$ cat src/rtl/dbi_pkg.sv
// Shared DBI definitions for the transmit stage and the receive-side decoder.
// Holds the word/bus widths, the inversion threshold and the 9-wire bus word type.
package dbi_pkg;

    localparam int DBI_W      = 8;
    localparam int BUS_W      = DBI_W + 1;
    localparam int DBI_THRESH = 5;

    // One 9-wire bus state: the DBI line plus the (possibly inverted) data lanes.
    typedef struct packed {
        logic             dbi;
        logic [DBI_W-1:0] data;
    } dbi_bus_t;

    localparam dbi_bus_t BUS_IDLE = '{dbi: 1'b0, data: '0};

endpackage

$ cat src/rtl/dbi_vote.sv
// DBI inversion vote: asserts o_inv when the transition vector has at least
// DBI_THRESH set bits, i.e. when inverting strictly reduces bus toggles.
module dbi_vote
    import dbi_pkg::*;
(
    input  logic [BUS_W-1:0] i_t,
    output logic             o_inv
);

    logic [3:0] w_cnt;

    always_comb begin
        w_cnt = 4'd0;
        for (int i = 0; i < BUS_W; i++) begin
            w_cnt = w_cnt + 4'(i_t[i]);
        end
    end

    assign o_inv = (w_cnt >= 4'(DBI_THRESH));

endmodule

$ cat src/rtl/dbi_tx_stage.sv
// DBI transmit stage: one-deep registered stage driving the 9-wire bus.
// Optional statistics counters are built when DBI_TX_STATS_EN is defined.
module dbi_tx_stage
    import dbi_pkg::*;
#(
    parameter int STAT_W = 16
) (
    input  logic              clk,
    input  logic              rst,
    input  logic              dbi_en,
    input  logic              s_valid,
    output logic              s_ready,
    input  logic [DBI_W-1:0]  s_data,
    output logic              m_valid,
    input  logic              m_ready,
    output logic [DBI_W-1:0]  m_data,
`ifdef DBI_TX_STATS_EN
    output logic              m_dbi,
    input  logic              clr_stats,
    output logic [STAT_W-1:0] inv_count,
    output logic [STAT_W-1:0] xfer_count
`else
    output logic              m_dbi
`endif
);

    if (STAT_W < 1) begin : g_stat_w_chk
        $error("STAT_W must be at least 1");
    end

    logic             r_valid;
    dbi_bus_t         r_bus;
    logic [BUS_W-1:0] w_t;
    logic             w_vote;
    logic             w_inv;
    logic             w_load;

    assign s_ready = !r_valid || m_ready;
    assign w_load  = s_valid && s_ready;

    // The register always holds the last word on the wires, drained or not,
    // so it doubles as the previous bus state for the toggle comparison.
    assign w_t = {r_bus.dbi, s_data ^ r_bus.data};

    dbi_vote u_vote (
        .i_t   (w_t),
        .o_inv (w_vote)
    );

    assign w_inv = dbi_en && w_vote;

    always_ff @(posedge clk or posedge rst) begin
        if (rst) begin
            r_valid <= 1'b0;
            r_bus   <= BUS_IDLE;
        end else if (w_load) begin
            r_valid  <= 1'b1;
            r_bus.dbi  <= w_inv;
            r_bus.data <= w_inv ? ~s_data : s_data;
        end else if (m_ready) begin
            r_valid <= 1'b0;
        end
    end

    assign m_valid = r_valid;
    assign m_data  = r_bus.data;
    assign m_dbi   = r_bus.dbi;

`ifdef DBI_TX_STATS_EN
    logic [STAT_W-1:0] r_inv_cnt;
    logic [STAT_W-1:0] r_xfer_cnt;

    // Counters saturate at all-ones; a clear wins over a same-cycle increment.
    always_ff @(posedge clk or posedge rst) begin
        if (rst) begin
            r_inv_cnt  <= '0;
            r_xfer_cnt <= '0;
        end else if (clr_stats) begin
            r_inv_cnt  <= '0;
            r_xfer_cnt <= '0;
        end else if (w_load) begin
            if (!(&r_xfer_cnt)) begin
                r_xfer_cnt <= r_xfer_cnt + STAT_W'(1);
            end
            if (w_inv && !(&r_inv_cnt)) begin
                r_inv_cnt <= r_inv_cnt + STAT_W'(1);
            end
        end
    end

    assign inv_count  = r_inv_cnt;
    assign xfer_count = r_xfer_cnt;
`endif

endmodule

$ cat config.mk
export PLATFORM = sky130hd
export DESIGN_NAME = dbi_tx_stage
export DESIGN_NICKNAME = d
export VERILOG_FILES = /design/src/rtl/dbi_pkg.sv /design/src/rtl/dbi_vote.sv /design/src/rtl/dbi_tx_stage.sv
export SDC_FILE = /design/constraint.sdc
export NUM_CORES = 1
export LEC_CHECK = 0
export BUFFER_PORTS_ARGS = -buffer_cell sky130_fd_sc_hd__buf_2
export CAP_MARGIN = 0
export CORE_AREA = 2 2 46 48
export DETAILED_ROUTE_END_ITERATION = 10
export DIE_AREA = 0 0 48 50
export PLACE_DENSITY = 0.69
export SYNTH_ARGS = -nofsm -noshare
export SYNTH_HDL_FRONTEND = slang
export SYNTH_SLANG_ARGS = --single-unit
export TNS_END_PERCENT = 5
$ cat constraint.sdc
create_clock -name clk -period 9.38 [get_ports clk]
set_input_delay 1.876 -clock clk [delete_from_list [all_inputs] [get_ports clk]]
set_output_delay 1.876 -clock clk [all_outputs]
set_load 0.005 [all_outputs]
### Word level (Yosys, flattened, before mapping)

Cells that the tools add are included.

* $add $sub $neg: 8
* order comparisons: 1
* muxes and demuxes: 3
* bitwise gates (word level): 2
* reduce and logical (&&, ||, !) cells: 5

Operators by type and width (count)
* 4-bit by 1-bit adder with 4-bit output: 7
* 8-bit 2-to-1 mux: 1
* 8-bit inverter: 1
* 8-bit XOR: 1
* 4-bit by 3-bit greater-or-equal comparator with 1-bit output, second input constant: 1
* 1-bit by 1-bit adder with 2-bit output: 1
* 1-bit logical AND: 2
* 1-bit 2-to-1 mux: 2
* 2-bit nonzero test: 1
* 1-bit zero test: 1
* 1-bit logical OR: 1

* flip-flop bits (word level): 10
* input bits: 13
* output and inout bits: 11

### Logic depth before layout (Yosys ltp)

Gate-level depths: netlist of run 1.

* word-level depth: 12
* mapped depth: 15
* gate-level depth less buffers: 14

### Modules after synthesis

From an unflattened synthesis of run 1, not the netlist that was laid out.

* cell total of the unflattened synthesis: 76
* area total of the unflattened synthesis: 760.7 um^2

Modules (own cells, without submodules)
* dbi_tx_stage: instances 1, cells an instance 52, area an instance 550.5 um^2
* dbi_vote: instances 1, cells an instance 24, area an instance 210.2 um^2

### Least setup slack after synthesis of run 1

No wires, ideal clock.

* path kind: input to register
* start: input port s_data[0]
* end: register r_bus (netlist bit m_data[5])
* library setup time: 82 ps
* data arrival time: 5547 ps
* setup slack: 3751 ps
* cell stages on the path: 15
* path buffers: 1
* cell sequence: xor2_1 > ha_1 > fa_1 > inv_1 > fa_1 > fa_1 > inv_1 > ha_1 > inv_1 > fa_1 > nor2b_1 > o221a_2 > buf_6 > or3_1 > a31oi_1

* longest elaborated chain between the ends: 12

RTL lines
* from (decl): RTL line dbi_tx_stage.sv:13 `input logic [DBI_W-1:0] s_data,`
* 8-bit XOR: RTL line dbi_tx_stage.sv:43 `assign w_t = {r_bus.dbi, s_data ^ r_bus.data};`
* 1-bit by 1-bit adder with 2-bit output: RTL line dbi_vote.sv:15 `w_cnt = w_cnt + 4'(i_t[i]);`
* 4-bit by 1-bit adder with 4-bit output (7 in series): RTL line dbi_vote.sv:15
* 4-bit by 3-bit greater-or-equal comparator with 1-bit output: RTL line dbi_vote.sv:19 `assign o_inv = (w_cnt >= 4'(DBI_THRESH));`
* 1-bit logical AND: RTL line dbi_tx_stage.sv:50 `assign w_inv = dbi_en && w_vote;`
* 8-bit 2-to-1 mux: RTL line dbi_tx_stage.sv:59 `r_bus.data <= w_inv ? ~s_data : s_data;`
* to (decl): RTL line dbi_tx_stage.sv:32 `dbi_bus_t r_bus;`

Every way passes these cells.
A chain may end at the register's enable or synchronous reset.

### Worst setup path in the final report of run 1

* start: input port s_data[0]
* end: register r_bus (netlist bit m_data[0])

* longest elaborated chain between the ends: 12

RTL lines (RTL line)
* 8-bit XOR: dbi_tx_stage.sv:43
* 1-bit by 1-bit adder with 2-bit output: dbi_vote.sv:15
* 4-bit by 1-bit adder with 4-bit output (7 in series): dbi_vote.sv:15
* 4-bit by 3-bit greater-or-equal comparator with 1-bit output: dbi_vote.sv:19
* 1-bit logical AND: dbi_tx_stage.sv:50
* 8-bit 2-to-1 mux *: dbi_tx_stage.sv:59

Every way passes the cells marked *; elsewhere a longest branch is shown, timed or not.

==> results.md, run 1 <==
- Status: completed
- Initial DRT Pass Iterations: 4
- Initial core utilization: a little over two fifths
- HP Class: reg -> reg
- ANT nets after route: 0
- Cell Area, Synth: 800 sq um
- Crit path max fanout: 17
- Placer Congestion: 0.727
- Root Driver: clkbuf_4
- Largest net degree at the start of global routing: 19
- # diodes: 0
- Via density per instance: 4.85
- Wire length per cell: 11.8 um
- Commonest non-fill, non-tap cell in the layout: buf_2
- WP data arrival: 5870 ps
- # H-tree levels: 1
- Slew @ Worst Pin: 583 ps
- Full die area: 0.00240 sq mm
- Clock-pin transition on the worst setup and hold timing paths: 70 ps
- Num Clock Sinks: 10
- Core ar.: around 0.0019 sq mm
- Sequential area share after synthesis: 31.3%
- Die X: around 48 um
- Worst-Skew Late Latency: approximately 270 ps
- Synthesized netlist net count: 110
- Final setup viols: 0
- Hold buffers post-CTS: 0
- Max Cap Viol: 0
- Gr usage total: 16.4%
- Worst Skew: 1.48 ps
- Netlist cell types: 22
- Highest Clock Rate: 176 MHz
- Number of placed I/O pins: 24
- Syn Area/Cell: 9.30 sq um
- DRC Markers: 0
- Final WL: between 1500 and 2000 um
- Vias in the first global route: 660
- Critical Path End Type: flop
- Unrepaired setup endpoints after global routing: false
- Layout cells sized above 1: 29.4%
- Clock Path Buffers: 2
- Register bit total from synthesis: 10
- Initial antenna violation count: 0
- Grt ovf: 0
- Crit share post-route: 60.5%
- Syn Inst Count: 86
- Most frequent cells in the layout: buf_2, inv_1, dfrtp_1
- Row Count: 16
- YS warnings: 0
- PostCTS Resize Cnt: 0
- Height of the die: 50 um
- First-pass GRT wire length: roughly 2800 um
- Slew HR: 61.2%
- CTS Buf Count: 3
- P&R area growth vs syn: 20.2%
- Final min period: around 5700 ps
- CP Class: in -> reg
- Slew Viols, Final: 0
- Detailed Place HPWL: roughly 1300 um
- CP required: 9580 ps
- Fin. Hold Viols: 0
- Setup Buffers After CTS: 0
- Worst setup SP type: input port
- Vias: 659
- Final #Nets: 134
- Port buffer count: 23
- CTS tree: built
- Setup tns final: 0 ps
- Starting DRT DRC Count: 4
metal layers:
layer  part of all wire [%]  track usage (%)  wire (um)  up-vias
li1                       -                -          -      332
met1                     42             18.5        671      309
met2                     54             28.4        867       15
met3                    2.9             5.13         46        3
met4                    1.2             4.50         19        0
met5                      0                0          0        -
state kept, by name, indices dropped and copies added (netlist names):
| name | cells |
|---|---|
| m_data | 8 |
| m_dbi | 1 |
| m_valid | 1 |
stage by stage:
step	util [%]	instance area, sq um	worst slack, ps	std cells	hold slack [ps]
6_report	50.5	961	3710	136	524
5_1_grt	50.5	961	3500	136	595
4_1_cts	50.5	961	3660	136	527
3_5_place_dp	48.6	925	3390	132	508
3_3_place_gp	48.6	925	3440	132	497
2_1_floorplan	-	800	3750	86	537
kinds of logic after synthesis:
| group | Yosys count | synth area share (%) |
|---|---|---|
| simple gates | 21 | 14.2 |
| compound gates | 19 | 14.1 |
| buf+inv | 16 | 8.61 |
| fa+ha+maj | 11 | 21.9 |
| flops | 10 | 31.3 |
| xor+xnor | 9 | 9.86 |
cell usage after synthesis:
master | number | area share, %
a21oi_1 | 1 | 0.63
a31oi_1 | 8 | 6.3
and2_1 | 1 | 0.78
buf_1 | 1 | 0.47
buf_2 | 1 | 0.63
buf_6 | 1 | 1.4
clkbuf_1 | 1 | 0.47
dfrtp_1 | 10 | 31
fa_1 | 5 | 13
ha_1 | 6 | 9.4
inv_1 | 12 | 5.6
nand2_1 | 1 | 0.47
nand2b_1 | 2 | 1.6
nor2_1 | 8 | 3.8
nor2b_1 | 1 | 0.78
o21ai_0 | 8 | 5.0
o221a_2 | 1 | 1.4
o22ai_1 | 1 | 0.78
or3_1 | 4 | 3.1
or3_2 | 4 | 3.8
xnor2_1 | 5 | 5.5
xor2_1 | 4 | 4.4
worst paths after layout:
check                      startpoint   endpoint  slack (ps)  cells past startpoint
max reg2reg                 m_data[0]  m_data[0]        4980                     14
max in group asynchronous         rst  m_data[4]        7530                      2
min                           m_valid    m_valid         520                      2
min reg2reg                   m_valid    m_valid         520                      2
max                         s_data[0]  m_data[0]        3710                     15
min in group asynchronous         rst    m_valid        1570                      2
worst max-delay path, cell delays in order:
cell     delay (ps)
buf_2           110
xor2_1          140
ha_1            310
fa_1            500
inv_1            50
fa_1            500
fa_1            560
inv_1            40
ha_1            200
inv_1            70
fa_1            400
nor2b_1         140
o221a_2         340
or3_2           430
a31oi_1         190
layout make-up:
type,count,area [sq um]
Clock buffer,4,36.3
Inverter,12,45.0
Timing Repair Buffer,23,115
Tap cell,27,33.8
Sequential cell,10,250
Multi-Input combinational cell,60,480
Fill cell,183,941
Power of run 1 is left out: the tool's default activity adds up to more than one toggle a clock period on the data nets, which glitch-free logic cannot reach.
==> inputs of run 2 (changes only) <==
==> constraint.sdc (replaced) <==
create_clock -name clk -period 5.5 [get_ports clk]
set_input_delay 1.1 -clock clk [delete_from_list [all_inputs] [get_ports clk]]
set_output_delay 1.1 -clock clk [all_outputs]
set_load 0.005 [all_outputs]
==> run 2 against run 1 <==
Net effect: largest cell class unchanged; utilization fell by 0.72 points; clock skew fell by 0.89 ps; routed wire length fell by 4.9%; critical endpoint is now m_data[6]; first-iteration DRC count rose by 50%; worst setup slack got worse by 3100 ps; register-to-register slack got worse by 3900 ps; critical path type unchanged; via count fell by 0.15%; highest routed layer unchanged.
==> results.md, run 2 (synthesized netlist as in run 1, its figures left out) <==
- Gr usage total: 15.6% (was 16.4%)
- CP Class: in -> reg (unchanged)
- PostCTS Resize Cnt: 0 (unchanged)
- Initial DRT Pass Iterations: 4 (unchanged)
- Hold buffers post-CTS: 0 (unchanged)
- Placer Congestion: 0.743 (was 0.727)
- Height of the die: 50 um (unchanged)
- Most frequent cells in the layout: buf_2, inv_1, dfrtp_1 (unchanged)
- Unrepaired setup endpoints after global routing: false (unchanged)
- # diodes: 0 (unchanged)
- Slew @ Worst Pin: 600 ps (was 583 ps)
- Worst Skew: 0.594 ps (was 1.48 ps)
- Initial core utilization: 42.0% (unchanged)
- Final min period: 4910 ps
- First-pass GRT wire length: 2680 um (was 2790 um)
- Layout cells sized above 1: 28.7% (was 29.4%)
- Max Cap Viol: 0 (unchanged)
- Worst path slowest cell: fa_1 (unchanged)
- Core ar.: 0.00190 sq mm (unchanged)
- Setup tns final: 0 ps (unchanged)
- Num Clock Sinks: 10 (unchanged)
- CP Buf/Inv Count: 4 (unchanged)
- Starting DRT DRC Count: 6 (was 4)
- Fin. Hold Viols: 0 (unchanged)
- Clock Path Buffers: 2 (unchanged)
- CTS tree: built (unchanged)
- Crit-path cells: buf_2 > xor2_1 > ha_1 > fa_1 > inv_1 > fa_1 > fa_1 > inv_1 > ha_1 > inv_1 > fa_1 > nor2b_1 > o221a_2 > or3_2 > a31oi_1 (unchanged)
- Wire length per cell: 11.3 um (was 11.8 um)
- Max FFs per register: 8 (unchanged)
- Final WL: 1530 um (was 1600 um)
- Final std cells w/o fill: 135 (was 136)
- Largest net degree at the start of global routing: 19 (unchanged)
- WP data arrival: 5100 ps (was 5870 ps)
- Status: completed (unchanged)
- Final setup viols: 0 (unchanged)
- Crit share post-route: around nine tenths
- Final hold slack: 518 ps (was 524 ps)
- Max incr delay on CP: 550 ps (was 560 ps)
- # H-tree levels: 1 (unchanged)
- Critical Path End Type: flop (unchanged)
- Vias: 658 (was 659)
- Slew Viols, Final: 0 (unchanged)
- HP Class: reg -> reg (unchanged)
- Crit path max fanout: 17 (unchanged)
- Final #Nets: 134 (unchanged)
- Initial antenna violation count: 0 (unchanged)
- Finished Core Util: 49.8% (was 50.5%)
- Number of placed I/O pins: 24 (unchanged)
- Vias in the first global route: 643 (was 660)
- Worst-Skew Late Latency: 270 ps (about the same)
- Clock-pin transition on the worst setup and hold timing paths: 70 ps (about the same)
- Die X: 48 um (unchanged)
- Inst Count DP: 132 (unchanged)
- Worst setup SP type: input port (unchanged)
- Most common cell on crit path: fa_1 (unchanged)
- ANT nets after route: 0 (unchanged)
- Setup Buffers After CTS: 0 (unchanged)
- Slew HR: 60.0% (was 61.2%)
- Port buffer count: 23 (unchanged)
- Row Count: 16 (unchanged)
- CP required: 5690 ps (was 9580 ps)
- Crit path max-delay family: adder cells (unchanged)
- Detailed Place HPWL: 1170 um (was 1280 um)
- Commonest non-fill, non-tap cell in the layout: buf_2 (unchanged)
- Highest Clock Rate: 204 MHz
- Grt ovf: 0 (unchanged)
- DRC Markers: 0 (unchanged)
- CTS Buf Count: 3 (unchanged)
- Full die area: 0.00240 sq mm (unchanged)
- Via density per instance: 4.87 (was 4.85)
- P&R area growth vs syn: 18.5% (was 20.2%)
- Root Driver: clkbuf_4 (unchanged)
-- run 2: path summary, 6_finish.rpt --
check / from / endpoint / slack, ps / cells past startpoint
max: s_data[0] / m_data[6] / 590 / 15
min reg2reg: m_valid / m_valid / 520 / 2
min: m_valid / m_valid / 520 / 2
max reg2reg: m_data[0] / m_data[6] / 1110 / 14
min in group asynchronous: rst / m_data[6] / 820 / 2
max in group asynchronous: rst / m_data[5] / 4390 / 2
-- run 2: area by class of cell --
type	instances	area, sq um
Fill cell	191	955
Multi-Input combinational cell	60	480
Sequential cell	10	250
Timing Repair Buffer	23	115
Inverter	12	45.0
Tap cell	27	33.8
Clock buffer	3	22.5
-- run 2: per-stage QoR --
step | area [sq um] | worst slack [ps]
3_5_place_dp | 925 | 296
4_1_cts | 947 | 565
5_1_grt | 947 | 402
2_1_floorplan | 800 | 647
3_3_place_gp | 925 | 371
6_report | 947 | 592
-- run 2: routing by layer --
metal | routed length, um | share of wire, % | track usage [%] | vias up
met2 | 747 | 49 | 24.7 | 15
met1 | 707 | 46 | 20.2 | 307
li1 | - | - | - | 331
met3 | 37 | 2.4 | 2.20 | 5
met4 | 31 | 2.0 | 6.76 | 0
met5 | 0 | 0 | 0 | -
-- run 2: worst register-to-register path, cell delays in order (launching register included) --
cell and delay, ps:
dfrtp_1 400, xor2_1 170, ha_1 310, fa_1 500, inv_1 50, fa_1 500
fa_1 550, inv_1 40, ha_1 200, inv_1 70, fa_1 400, nor2b_1 140
o221a_2 360, or3_2 430, a31oi_1 180
Power of run 2 is left out for the same reason.
==> inputs of run 3 (changes only) <==
--- a/config.mk
+++ b/config.mk
@@ -5,12 +5,13 @@
 export SDC_FILE = /design/constraint.sdc
 export NUM_CORES = 1
 export LEC_CHECK = 0
+export ABC_AREA = 1
 export BUFFER_PORTS_ARGS = -buffer_cell sky130_fd_sc_hd__buf_2
 export CAP_MARGIN = 0
-export CORE_AREA = 2 2 46 48
+export CORE_AREA = 2 2 44 62
 export DETAILED_ROUTE_END_ITERATION = 10
-export DIE_AREA = 0 0 48 50
-export PLACE_DENSITY = 0.69
+export DIE_AREA = 0 0 46 64
+export PLACE_DENSITY = 0.67
 export SYNTH_ARGS = -nofsm -noshare
 export SYNTH_HDL_FRONTEND = slang
 export SYNTH_SLANG_ARGS = --single-unit
==> run 3 against run 2 <==
Net effect: fmax is 8.6% higher; first-iteration DRC count grew to 2.5 times the previous value; die area is 23% higher; critical endpoint is now m_data[3]; highest routed layer unchanged.
==> results.md, run 3 <==
- Vias: 859 (was 658)
- Final hold slack: 547 ps (was 518 ps)
- Slew @ Worst Pin: 419 ps (was 600 ps)
- Fin. Hold Viols: 0 (unchanged)
- Number of placed I/O pins: 24 (unchanged)
- Hold Crit Depth: 2 (unchanged)
- Worst Skew: 0.934 ps (was 0.594 ps)
- Crit path max fanout: 9 (was 17)
- Worst setup SP type: input port (unchanged)
- Core ar.: 0.00236 sq mm (was 0.00190 sq mm)
- Highest Clock Rate: 221 MHz (was 204 MHz)
- Final #Nets: 185 (was 134)
- P&R area growth vs syn: 12.1% (was 18.5%)
- Largest net degree at the start of global routing: 12 (was 19)
- Grt ovf: 0 (unchanged)
- DRC Markers: 0 (unchanged)
- Post-synth top flop: dfrtp_1 (unchanged)
- Netlist cell types: 17 (was 22)
- Post-synth EDFFs: 0 (unchanged)
- R2r startpoint: m_data[1] (was m_data[0])
- WP data arrival: 4670 ps (was 5100 ps)
- PostCTS Resize Cnt: 0 (unchanged)
- Unrepaired setup endpoints after global routing: false (unchanged)
- Crit share post-route: 82.2% (was 89.2%)
- Min-delay src: m_dbi (was m_valid)
- Commonest cells post-synth: inv_1, nand2_1, nand3_1 (was inv_1, dfrtp_1, a31oi_1, nor2_1, o21ai_0)
- Initial DRT Pass Iterations: 4 (unchanged)
- Starting DRT DRC Count: 15 (was 6)
- Gr usage total: 16.0% (was 15.6%)
- Cell Area, Synth: 0.00102 sq mm (was 800 sq um)
- Clock Path Buffers: 2 (unchanged)
- Slew Viols, Final: 0 (unchanged)
- Max incr delay on CP: 540 ps (was 550 ps)
- CTS tree: built (unchanged)
- FF-to-FF End: m_data[3] (was m_data[6])
- Max FFs per register: 8 (unchanged)
- Full die area: 0.00294 sq mm (was 0.00240 sq mm)
- WHS Endpoint: m_dbi (was m_valid)
- Syn Inst Count: 136 (was 86)
- YS warnings: 0 (unchanged)
- Critical Path End Type: flop (unchanged)
- CP Class: in -> reg (unchanged)
- Hold buffers post-CTS: 0 (unchanged)
- Status: completed (unchanged)
- Vias in the first global route: 842 (was 643)
- Cell taking the most area after synthesis: dfrtp_1 (unchanged)
- Fill cells: 246 (was 191)
- HP Class: reg -> reg (unchanged)
- # H-tree levels: 1 (unchanged)
- Worst path slowest cell: fa_1 (unchanged)
- Initial core utilization: 43.2% (was 42.0%)
- Row Count: 21 (was 16)
- Slew HR: 72.1% (was 60.0%)
- CTS Buf Count: 3 (unchanged)
- Height of the die: 64 um (was 50 um)
- Setup Buffers After CTS: 0 (unchanged)
- First-pass GRT wire length: 3470 um (was 2680 um)
- Most frequent cells in the layout: inv_1, nand2_1, buf_2 (was buf_2, inv_1, dfrtp_1)
- Crit-path cells: buf_2 > xor2_1 > ha_1 > fa_1 > inv_1 > fa_1 > fa_1 > inv_1 > ha_1 > inv_1 > fa_1 > nand2_1 > nand3_1 > nand2_2 > nand2_4 > nand2_1 > nand2_1 (was buf_2 > xor2_1 > ha_1 > fa_1 > inv_1 > fa_1 > fa_1 > inv_1 > ha_1 > inv_1 > fa_1 > nor2b_1 > o221a_2 > or3_2 > a31oi_1)
- Syn Area/Cell: 7.52 sq um (was 9.30 sq um)
- Synthesized netlist net count: 160 (was 110)
- Max Cap Viol: 0 (unchanged)
- CP required: 5650 ps (was 5690 ps)
- Placer Congestion: 0.804 (was 0.743)
- Sequential area share after synthesis: 24.5% (was 31.3%)
- Root Driver: clkbuf_4 (unchanged)
- Port buffer count: 23 (unchanged)
- Design area: 0.00115 sq mm (was 947 sq um)
- Reg-to-reg setup timing slack: 1500 ps (was 1110 ps)
- Detailed Place HPWL: 1700 um (was 1170 um)
- Top post-synthesis cells by area: dfrtp_1, inv_1, nand2_1, fa_1, nand3_1 (was dfrtp_1, fa_1, ha_1, a31oi_1, inv_1)
- Async set-reset flop share out of synthesis: 100% (unchanged)
- Num Clock Sinks: 10 (unchanged)
- Worst Reg-to-Reg Cells: 16 (was 14)
- Post-DP Area: 0.00112 sq mm (was 925 sq um)
- Die X: 46 um (was 48 um)
- Clock-pin transition on the worst setup and hold timing paths: 60 ps (was 70 ps)
- Most frequent cell after synthesis: inv_1 (unchanged)
- Final setup viols: 0 (unchanged)
- Commonest non-fill, non-tap cell in the layout: inv_1 (was buf_2)
- ANT nets after route: 0 (unchanged)
- Via density per instance: 4.72 (was 4.87)
- Final WL: 2070 um (was 1530 um)
- Worst-Skew Late Latency: 260 ps (was 270 ps)
- Setup tns final: 0 ps (unchanged)
- Final min period: 4520 ps (was 4910 ps)
- Wire length per cell: 11.4 um (was 11.3 um)
- Finished Core Util: 48.5% (was 49.8%)
- # diodes: 0 (unchanged)
- Register bit total from synthesis: 10 (unchanged)
- Layout cells sized above 1: 25.8% (was 28.7%)
- Most common cell on crit path: fa_1 (unchanged)
- Initial antenna violation count: 0 (unchanged)
- Share of the synthesized area in the top cell type: 24.5% (was 31.3%)
-- run 3: cell count changes in the layout (fill, tap and decap cells not counted), sizes merged, moves of 2 or more --
cell | previous run | this run
nand2 | 1 | 46
inv | 12 | 37
nand3 | 0 | 17
a31oi | 8 | 0
o21ai | 8 | 0
or3 | 8 | 0
nor2 | 8 | 2
clkinv | 0 | 2
nand2b | 2 | 0
-- run 3: critical path, delay by kind of cell --
kind	cells	cell delay, ps
simple gates	6	630
buf+inv	4	280
fa+ha+maj	6	2450
xor+xnor	1	210
-- run 3: cell families after synthesis --
| kind of cell | synth area share, % |
|---|---|
| fa+ha+maj | 17.1 |
| simple gates | 33.0 |
| buf+inv | 18.5 |
| xor+xnor | 6.85 |
| flops | 24.5 |
-- run 3: layout make-up --
cell class              count  area, sq um  area share, %
clock buffers               3         22.5           1.97
multi-input cells          84          583           50.9
inverters                  39          146           12.8
flip-flops and latches     10          250           21.8
well taps                  23         28.8           2.51
repair buffers             23          115           10.0
-- run 3: worst max path at each step --
stage / start / cells after the start / slack [ps] / to
4_1_cts: s_data[1] / 17 / 970 / m_data[3]
2_1_floorplan: s_data[0] / 16 / 1110 / m_data[1]
3_5_place_dp: s_data[1] / 17 / 700 / m_data[3]
6_report: s_data[1] / 17 / 980 / m_data[3]
3_3_place_gp: s_data[0] / 17 / 800 / m_data[3]
5_1_grt: s_data[1] / 17 / 830 / m_data[2]
-- run 3: per-layer routing --
| layer | part of all wire [%] | wire length [um] | vias up | track usage (%) |
|---|---|---|---|---|
| met5 | 0 | 0 | - | 0 |
| met4 | 1.4 | 30 | 0 | 7.50 |
| met3 | 1.5 | 31 | 2 | 0.847 |
| met2 | 56 | 1160 | 11 | 28.0 |
| met1 | 41 | 855 | 405 | 18.8 |
| li1 | - | - | 441 | - |
-- run 3: stage by stage --
| stage | setup WS [ps] | std cells |
|---|---|---|
| 2_1_floorplan | 1110 | 136 |
| 3_3_place_gp | 804 | 179 |
| 3_5_place_dp | 696 | 179 |
| 4_1_cts | 969 | 182 |
| 5_1_grt | 826 | 182 |
| 6_report | 979 | 182 |
Power of run 3 is left out for the same reason.
